==> config.mk <==
export PLATFORM = sky130hd
export DESIGN_NAME = usb_rx_ctrl_gen
export DESIGN_NICKNAME = d
export VERILOG_FILES = /design/src/rtl/usb_rx_ctrl_gen.sv
export SDC_FILE = /design/constraint.sdc
export NUM_CORES = 1
export LEC_CHECK = 0
export ABC_AREA = 0
export ABC_CLOCK_PERIOD_IN_PS = 4900
export BUFFER_PORTS_ARGS = -buffer_cell sky130_fd_sc_hd__buf_2
export CORE_MARGIN = 2
export CORE_UTILIZATION = 55
export CTS_BUF_LIST = sky130_fd_sc_hd__clkbuf_4
export DETAILED_ROUTE_END_ITERATION = 12
export PLACE_DENSITY = 0.78
export SETUP_SLACK_MARGIN = 0.5
export SYNTH_ARGS = -nofsm -noshare
export SYNTH_HDL_FRONTEND = slang
export SYNTH_SLANG_ARGS = --single-unit
==> constraint.sdc <==
create_clock -name clk -period 4.9 [get_ports clk]
set_clock_uncertainty 0.05 [all_clocks]
set_input_delay 0.49 -clock clk [delete_from_list [all_inputs] [get_ports clk]]
set_output_delay 0.49 -clock clk [all_outputs]
set_load 0.05 [all_outputs]
==> src/rtl/usb_rx_ctrl_gen.sv <==
// usb_rx_ctrl_gen: USB bulk RX sequencer that checks SYNC/PID, classifies packets,
// bounds payload length, runs an inter-byte timeout and reports typed errors.
`timescale 1ns/1ps
module usb_rx_ctrl_gen #(
    parameter logic [7:0] SYNC_BYTE      = 8'h80,
    parameter int         MAX_PKT_BYTES  = 64,
    parameter int         TIMEOUT_CYCLES = 96,
    parameter int         CNT_W          = $clog2(MAX_PKT_BYTES + 3),
    parameter int         TMR_W          = $clog2(TIMEOUT_CYCLES + 1)
) (
    input  logic             clk,
    input  logic             n_rst,
    input  logic             d_edge,
    input  logic             byte_complete,
    input  logic [7:0]       rx_byte,
    input  logic             eop,
    input  logic             crc5_ok,
    input  logic             crc16_ok,
    output logic             enable_timer,
    output logic             load_data,
    output logic             crc_check_5,
    output logic             crc_check_16,
    output logic [1:0]       pkt_type,
    output logic [3:0]       pid,
    output logic [CNT_W-1:0] byte_count,
    output logic [2:0]       err_code,
    output logic             load_error,
    output logic             load_done
);
    typedef enum logic [3:0] {IDLE, SYNC, PID, TOKEN, DATA, HSHK, CRC_CHK, ERROR, DRAIN, DONE} state_t;

    localparam logic [CNT_W-1:0] CNT_MAX = CNT_W'(MAX_PKT_BYTES + 2);
    localparam logic [TMR_W-1:0] TMR_MAX = TMR_W'(TIMEOUT_CYCLES);

    state_t           state;
    logic [TMR_W-1:0] timer;
    logic             eop_seen;
    logic             running, timeout, pid_ok, at_max;
    logic [CNT_W-1:0] cnt_inc;

    assign running      = state inside {SYNC, PID, TOKEN, DATA, HSHK, DRAIN};
    assign enable_timer = running;
    assign timeout      = running && timer == TMR_MAX && !byte_complete && !eop;
    assign pid_ok       = rx_byte[7:4] == ~rx_byte[3:0];
    assign at_max       = byte_count == CNT_MAX;
    // byte count including a byte strobed this cycle, so a coincident eop sees it
    assign cnt_inc      = byte_count + CNT_W'(byte_complete && !at_max);
    assign load_data    = state == DATA && byte_complete && !at_max;
    assign crc_check_5  = state == CRC_CHK && pkt_type == 2'b01;
    assign crc_check_16 = state == CRC_CHK && pkt_type == 2'b10;
    assign load_error   = state == ERROR;
    assign load_done    = state == DONE;

    always_ff @(posedge clk or negedge n_rst) begin
        if (!n_rst) begin
            state      <= IDLE;
            pid        <= '0;
            pkt_type   <= '0;
            byte_count <= '0;
            err_code   <= '0;
            timer      <= '0;
            eop_seen   <= 1'b0;
        end else begin
            // every state change out of a running state coincides with a byte or a non-running state
            timer <= (running && !byte_complete) ? timer + TMR_W'(1) : '0;
            if (eop && state != IDLE)
                eop_seen <= 1'b1;
            case (state)
                IDLE: if (d_edge) begin
                    pid        <= '0;
                    pkt_type   <= '0;
                    err_code   <= '0;
                    byte_count <= '0;
                    eop_seen   <= 1'b0;
                    state      <= SYNC;
                end
                SYNC: begin
                    if (byte_complete && rx_byte != SYNC_BYTE) begin state <= ERROR; err_code <= 3'd1; end
                    else if (eop) begin state <= ERROR; err_code <= 3'd3; end
                    else if (byte_complete) state <= PID;
                    else if (timeout) begin state <= ERROR; err_code <= 3'd6; end
                end
                PID: begin
                    if (byte_complete && !pid_ok) begin state <= ERROR; err_code <= 3'd2; end
                    else if (eop) begin state <= ERROR; err_code <= 3'd3; end
                    else if (byte_complete) begin
                        pid <= rx_byte[3:0];
                        case (rx_byte[3:0]) inside
                            4'b0001, 4'b1001, 4'b1101, 4'b0101: begin state <= TOKEN; pkt_type <= 2'b01; end
                            4'b0011, 4'b1011:                   begin state <= DATA;  pkt_type <= 2'b10; end
                            4'b0010, 4'b1010, 4'b1110:          begin state <= HSHK;  pkt_type <= 2'b11; end
                            default:                            begin state <= ERROR; err_code <= 3'd2; end
                        endcase
                    end else if (timeout) begin state <= ERROR; err_code <= 3'd6; end
                end
                TOKEN: begin
                    byte_count <= cnt_inc;
                    if (eop) begin
                        state    <= cnt_inc == CNT_W'(2) ? CRC_CHK : ERROR;
                        err_code <= cnt_inc == CNT_W'(2) ? err_code : 3'd3;
                    end else if (timeout) begin state <= ERROR; err_code <= 3'd6; end
                end
                DATA: begin
                    if (byte_complete && at_max) begin state <= ERROR; err_code <= 3'd4; end
                    else begin
                        byte_count <= cnt_inc;
                        if (eop) begin
                            state    <= cnt_inc >= CNT_W'(2) ? CRC_CHK : ERROR;
                            err_code <= cnt_inc >= CNT_W'(2) ? err_code : 3'd3;
                        end else if (timeout) begin state <= ERROR; err_code <= 3'd6; end
                    end
                end
                HSHK: begin
                    if (byte_complete) begin state <= ERROR; err_code <= 3'd3; end
                    else if (eop) state <= DONE;
                    else if (timeout) begin state <= ERROR; err_code <= 3'd6; end
                end
                CRC_CHK: begin
                    state    <= (pkt_type == 2'b01 ? crc5_ok : crc16_ok) ? DONE : ERROR;
                    err_code <= (pkt_type == 2'b01 ? crc5_ok : crc16_ok) ? err_code : 3'd5;
                end
                ERROR:   state <= (eop_seen || eop || err_code == 3'd5 || err_code == 3'd6) ? DONE : DRAIN;
                DRAIN:   if (eop || timeout) state <= DONE;
                DONE:    state <= IDLE;
                default: state <= IDLE;
            endcase
        end
    end
endmodule
# Yosys cells after proc, flatten, opt, wreduce, memory -nomap -nowiden
# Index checks and enable logic that the tools add are counted.
# word_totals
register_bits	28
elab_cells	151
inputBits	15
output_inout_bits	22
# classes
muxes	63
eq_ne	42
magnitude_cmp	1
reduce_logical	35
addsub	2
bitwise	1
# op_table
cell	count
two-way mux 4 bit	19
two-way mux 3 bit	20
one-hot mux 4 bit (9 select lines)	1
== test 4 bit, second input constant	7
two-way mux 7 bit	3
one-hot mux 3 bit (7 select lines)	1
one-hot mux 7 bit (3 select lines)	1
== test 4 x 3 -> 1 bit, second input constant	5
two-way mux 2 bit	9
== test 4 x 2 -> 1 bit, second input constant	4
inequality test 5 bit, second input constant	3
== test 7 bit, second input constant	2
logical AND 1 bit	13
inequality test 2 bit, second input constant	6
AND reduction 10 bit	1
== test 4 x 1 -> 1 bit, second input constant	2
inequality test 8 bit, second input constant	1
one-hot mux 4 bit (2 select lines)	1
adder 7 x 1 -> 7 bit	1
adder 7 x 1 -> 7 bit, second input constant	1
== test 7 x 2 -> 1 bit, second input constant	1
>= comparator 7 x 2 -> 1 bit, second input constant	1
two-way mux 1 bit	7
nonzero test 7 bit	1
other kinds (25)	33

# Depth between registers and ports, before layout
# logic_depth
ltp_word	10
mapped_depth	12
depth_no_buf	11

# Least setup slack after synthesis
# Ideal clock, no wire load.
# synth_timing
path_type	reg2reg
start	reg byte_count[6]
end	reg err_code[0]
period_less_slack_ns	3.180
n_path_buf	0
setup_slack_ns	1.720
setup_time_ns	0.125
t_arrival_ns	3.005
required_time_ns	4.725
stages_incl_launch_ff	10
path_cell_list	dfrtp_1 -> nor4b_1 -> a31oi_1 -> ha_1 -> and2_4 -> and4_4 -> or3_4 -> a211o_1 -> a211oi_4 -> mux2_4
# synth_between
elab_chain_cells	7
word_cells_on_any_way	12
classes_between	1 x add/sub; 1 x order compare; 4 x eq/ne; 2 x mux; 4 x reduce/logical
# synth_lines
element	line	text
start: declaration	25	output logic [CNT_W-1:0] byte_count,
start signal: assignment	97	byte_count <= cnt_inc;
start signal: assignment	106	byte_count <= cnt_inc;
== test 7 bit	45	assign at_max = byte_count == CNT_MAX;
logical NOT 1 bit	47	assign cnt_inc = byte_count + CNT_W'(byte_complete && !at_max);
logical AND 1 bit	47	
adder 7 x 1 -> 7 bit	47	
>= comparator 7 x 2 -> 1 bit or == test 7 x 2 -> 1 bit (tied branches)	109, 100	
inequality test 4 bit (no source line) or inequality test 3 bit (tied branches)	n/a	
AND reduction 10 bit (no source line)	n/a	
end signal: assignment	100	err_code <= cnt_inc == CNT_W'(2) ? err_code : 3'd3;
end signal: assignment	109	err_code <= cnt_inc >= CNT_W'(2) ? err_code : 3'd3;
end signal: assignment	120	err_code <= (pkt_type == 2'b01 ? crc5_ok : crc16_ok) ? err_code : 3'd5;
end: declaration	26	output logic [2:0] err_code,
# Several ways; a longest one is shown, not always the timed one.
# A chain may end at the register's enable or synchronous reset.

# Final worst setup path
# layout_timing
start	reg byte_count[3]
end	reg err_code[0]
# Same word-level chain as after synthesis.

==> impl_metrics.py <==
metrics = {
    "status": {
        "status": "finished clean",
    },
    "layout": {
        "fill_cells": 328,
        "instances_no_fill": 344,
        "nets": 316,
        "area_growth_pct": 9.34,
        "seq_area_sq_um": 701,
        "multi_input_area_sq_mm": 0.00137,
        "n_antenna_cell": 0,
        "drive_gt1_share_pct": 19.3,
        "stdcell_area_sq_mm": 0.00237,
    },
    "synth": {
        "synth-seq-area-share_pct": 32.3,
        "synth_area_sq_mm": 0.00217,
        "synth_edf_count": 0,
        "yosys_warnings": 0,
        "synthArstFlopShare_pct": 100,
        "synth.distinct_cells": 61,
        "syn_avg_cell_area_sq_um": 8.01,
        "syn-num-nets": 290,
        "synth_top_flop_cell": "dfrtp_1",
        "ys_ff_latch": 28,
        "synthCells": 271,
    },
    "sta": {
        "maxSlewViolCount": 0,
        "slew_headroom_pct": 52.8,
        "period_share_pct": 64.4,
        "fmax_mhz": 317,
        "setup_ws_ns": 1.74,
        "rsz0062_at_grt": "no",
        "min_period_ns": 3.16,
        "hold_viol": 0,
        "worst_slew_pin_slew_ns": 0.701,
        "fin_setup_tns_ns": 0,
        "setup_viol": 0,
    },
    "setup_path": {
        "cp.arrival_ns": 3.34,
        "cpLargestDelayFamily": "compound AO/OA/AOI/OAI gates",
        "cp-start-kind": "flip-flop",
        "crit_required_ns": 5.09,
        "critical_path_class": "flip-flop to flip-flop",
        "cp_num_buf_inv": 0,
        "crit_chain": "nor4b_1, a31oi_1, ha_1, ha_1, or2_2, o21ai_0, a32oi_1, a211o_1, a211oi_4, mux2_4",
        "cp_common_cell": "ha_1",
        "crit_path_max_fanout": 7,
        "slowest_stage": "dfrtp_1",
        "slowest_delay_ns": 0.47,
        "crit_path_end_kind": "flip-flop",
    },
    "detailed_routing": {
        "drc": 0,
        "vias_per_cell": 6.22,
        "ant_nets": 0,
        "dr.pass1.iters": 5,
        "finalWirelength_mm": 5.39,
        "drt_iter0_drc": 300,
        "vias": 2140,
        "wire_per_inst_um": 15.7,
    },
    "placement": {
        "gp_congestion": 1.01,
        "place_ws_ns": 1.68,
        "post_dp_cell_area_sq_mm": 0.00235,
        "dp_hpwl_mm": 3.86,
        "dp_cells": 340,
        "port-buffer-count": 36,
    },
    "floorplanning": {
        "die_w_um": 66.8,
        "design.core.area_sq_mm": 0.00372,
        "ios": 37,
        "row_count": 22,
        "die_height_um": 66.8,
        "start_util_pct": 58.4,
        "dieArea_sq_mm": 0.00446,
    },
    "min_path": {
        "min_path_type": "primary input to asynchronous set/reset pin",
    },
    "grt": {
        "grt_start_max_net_pins": 29,
        "antenna_found_initial": 0,
        "grt_usage_pct": 25.8,
        "grt_pass1_vias": 1868,
        "grt_first_pass_wirelength_mm": 8.91,
        "grt-ovfl-total": 0,
    },
    "clocking": {
        "cts.path.max_buffers": 2,
        "clk_pin_slew_ns": 0.16,
        "post_cts_resized": 0,
        "cts_tree": "yes",
        "cts_buffers": 3,
        "root_buffer": "clkbuf_4",
        "hold_buffers": 0,
        "clk_latency_ns": 0.34,
        "clock-sinks": 28,
        "h-tree-depth": 1,
        "cts_setup_buffers": 0,
    },
    "power_and_ir_drop": {
        "power_density_mw_per_mm2": 607,
        "p_total_mw": 1.44,
        "vdd_drop_max_uv": 325,
        "p_leak_nw": 1.07,
    },
    "flow_run": {
        "drv_cap": 0,
    },
}
[worst register-to-register path, cell delays in order, from the launching register on]
cell      delay (ns)
dfrtp_1         0.47
nor4b_1         0.44
a31oi_1         0.18
ha_1            0.23
ha_1            0.24
or2_2           0.29
o21ai_0         0.08
a32oi_1         0.11
a211o_1         0.33
a211oi_4        0.31
mux2_4          0.33
[path summary, 6_finish.rpt]
check	slack [ns]	startpoint	cells past startpoint	to
max in group asynchronous	4.30	n_rst	1	err_code[0]
hold reg to reg	0.44	timer[0]	1	timer[0]
setup / recovery	1.74	byte_count[3]	10	err_code[0]
setup reg to reg	1.74	byte_count[3]	10	err_code[0]
min in group clk	0.37	rx_byte[3]	3	pid[3]
hold / removal	0.08	n_rst	1	pid[2]
[metal layers]
| metal | wire [um] | vias up | GRT usage [%] | share of wire [%] |
|---|---|---|---|---|
| met4 | 87 | 0 | 8.67 | 1.6 |
| met1 | 2500 | 1007 | 39.0 | 46 |
| met2 | 2450 | 90 | 38.5 | 46 |
| li1 | - | 1034 | - | - |
| met5 | 0 | - | 0 | 0 |
| met3 | 348 | 9 | 2.20 | 6.5 |
[where the power goes]
part | leakage [nW] | internal [mW] | total [mW] | switching, mW
Clock | 0.0154 | 0.0300 | 0.102 | 0.0716
Sequential | 0.370 | 0.302 | 0.433 | 0.131
Combinational | 0.686 | 0.307 | 0.906 | 0.599
[registers in the layout, summed over array words and instances (netlist names)]
register and count:
pid 4, timer 7, pkt_type 2, eop_seen 1, err_code 3, state 4
byte_count 7
[per-stage QoR]
stage,util [%],hold slack (ns)
3_3_place_gp,63.1,0.410
4_1_cts,63.8,0.105
3_5_place_dp,63.1,0.417
5_1_grt,63.8,0.135
6_report,63.8,0.0848
2_1_floorplan,-,0.144
[cell type report]
| type | count | share of cell area (%) |
|---|---|---|
| Timing Repair Buffer | 36 | 7.59 |
| Inverter | 10 | 1.58 |
| Sequential cell | 28 | 29.5 |
| Clock inverter | 1 | 0.158 |
| Multi-Input combinational cell | 218 | 57.6 |
| Clock buffer | 3 | 0.949 |
| Tap cell | 48 | 2.53 |
[placed cells by master (no fill, tap or decap), drive strengths merged, types with 3 or more instances in the layout]
cell	Yosys	layout
xnor2	5	5
nor3	8	8
a211oi	5	5
nand2	30	30
a21oi	17	17
nand2b	6	6
mux2	3	3
or2	3	3
inv	10	10
o31ai	3	3
xor2	7	7
a22o	3	3
and2	4	4
ha	4	4
or3	4	4
o21ai	22	22
nor4b	5	5
dfrtp	28	28
nor2	29	29
and3	6	6
buf	8	36
nor3b	4	4
nand3	8	8
clkbuf	7	3
nor4	4	4
a31oi	10	10
nor2b	4	4
[logic make-up (layout without fill, tap and decap cells)]
| kind of cell | count (synthesis) | in the layout | share of synthesized area, % |
|---|---|---|---|
| buffers and inverters | 25 | 50 | 4.67 |
| AND/OR/NAND/NOR | 121 | 121 | 30.0 |
| adder cells (fa/ha/maj) | 4 | 4 | 2.31 |
| flip-flops | 28 | 28 | 32.3 |
| AO/OA/AOI/OAI | 78 | 78 | 24.1 |
| multiplexers | 3 | 3 | 1.73 |
| XOR/XNOR | 12 | 12 | 4.84 |
[synth_stat cells, types with 4 or more instances]
master	n	area share, %
a31oi_1	10	2.9
inv_1	10	1.7
nor4b_1	4	1.6
nor2_1	29	5.0
nor3_1	7	1.6
nor4_1	4	1.2
dfrtp_1	28	32
nor3b_1	4	1.4
o21ai_0	22	5.1
and3_1	6	1.7
buf_2	6	1.4
nand2b_1	5	1.4
xnor2_1	5	2.0
a21oi_1	16	3.7
ha_1	4	2.3
nor2b_1	4	1.2
nand2_1	29	5.0
xor2_1	7	2.8
nand3_1	8	1.8
clkbuf_1	7	1.2
No activity file was read; power rests on OpenSTA's default activity.
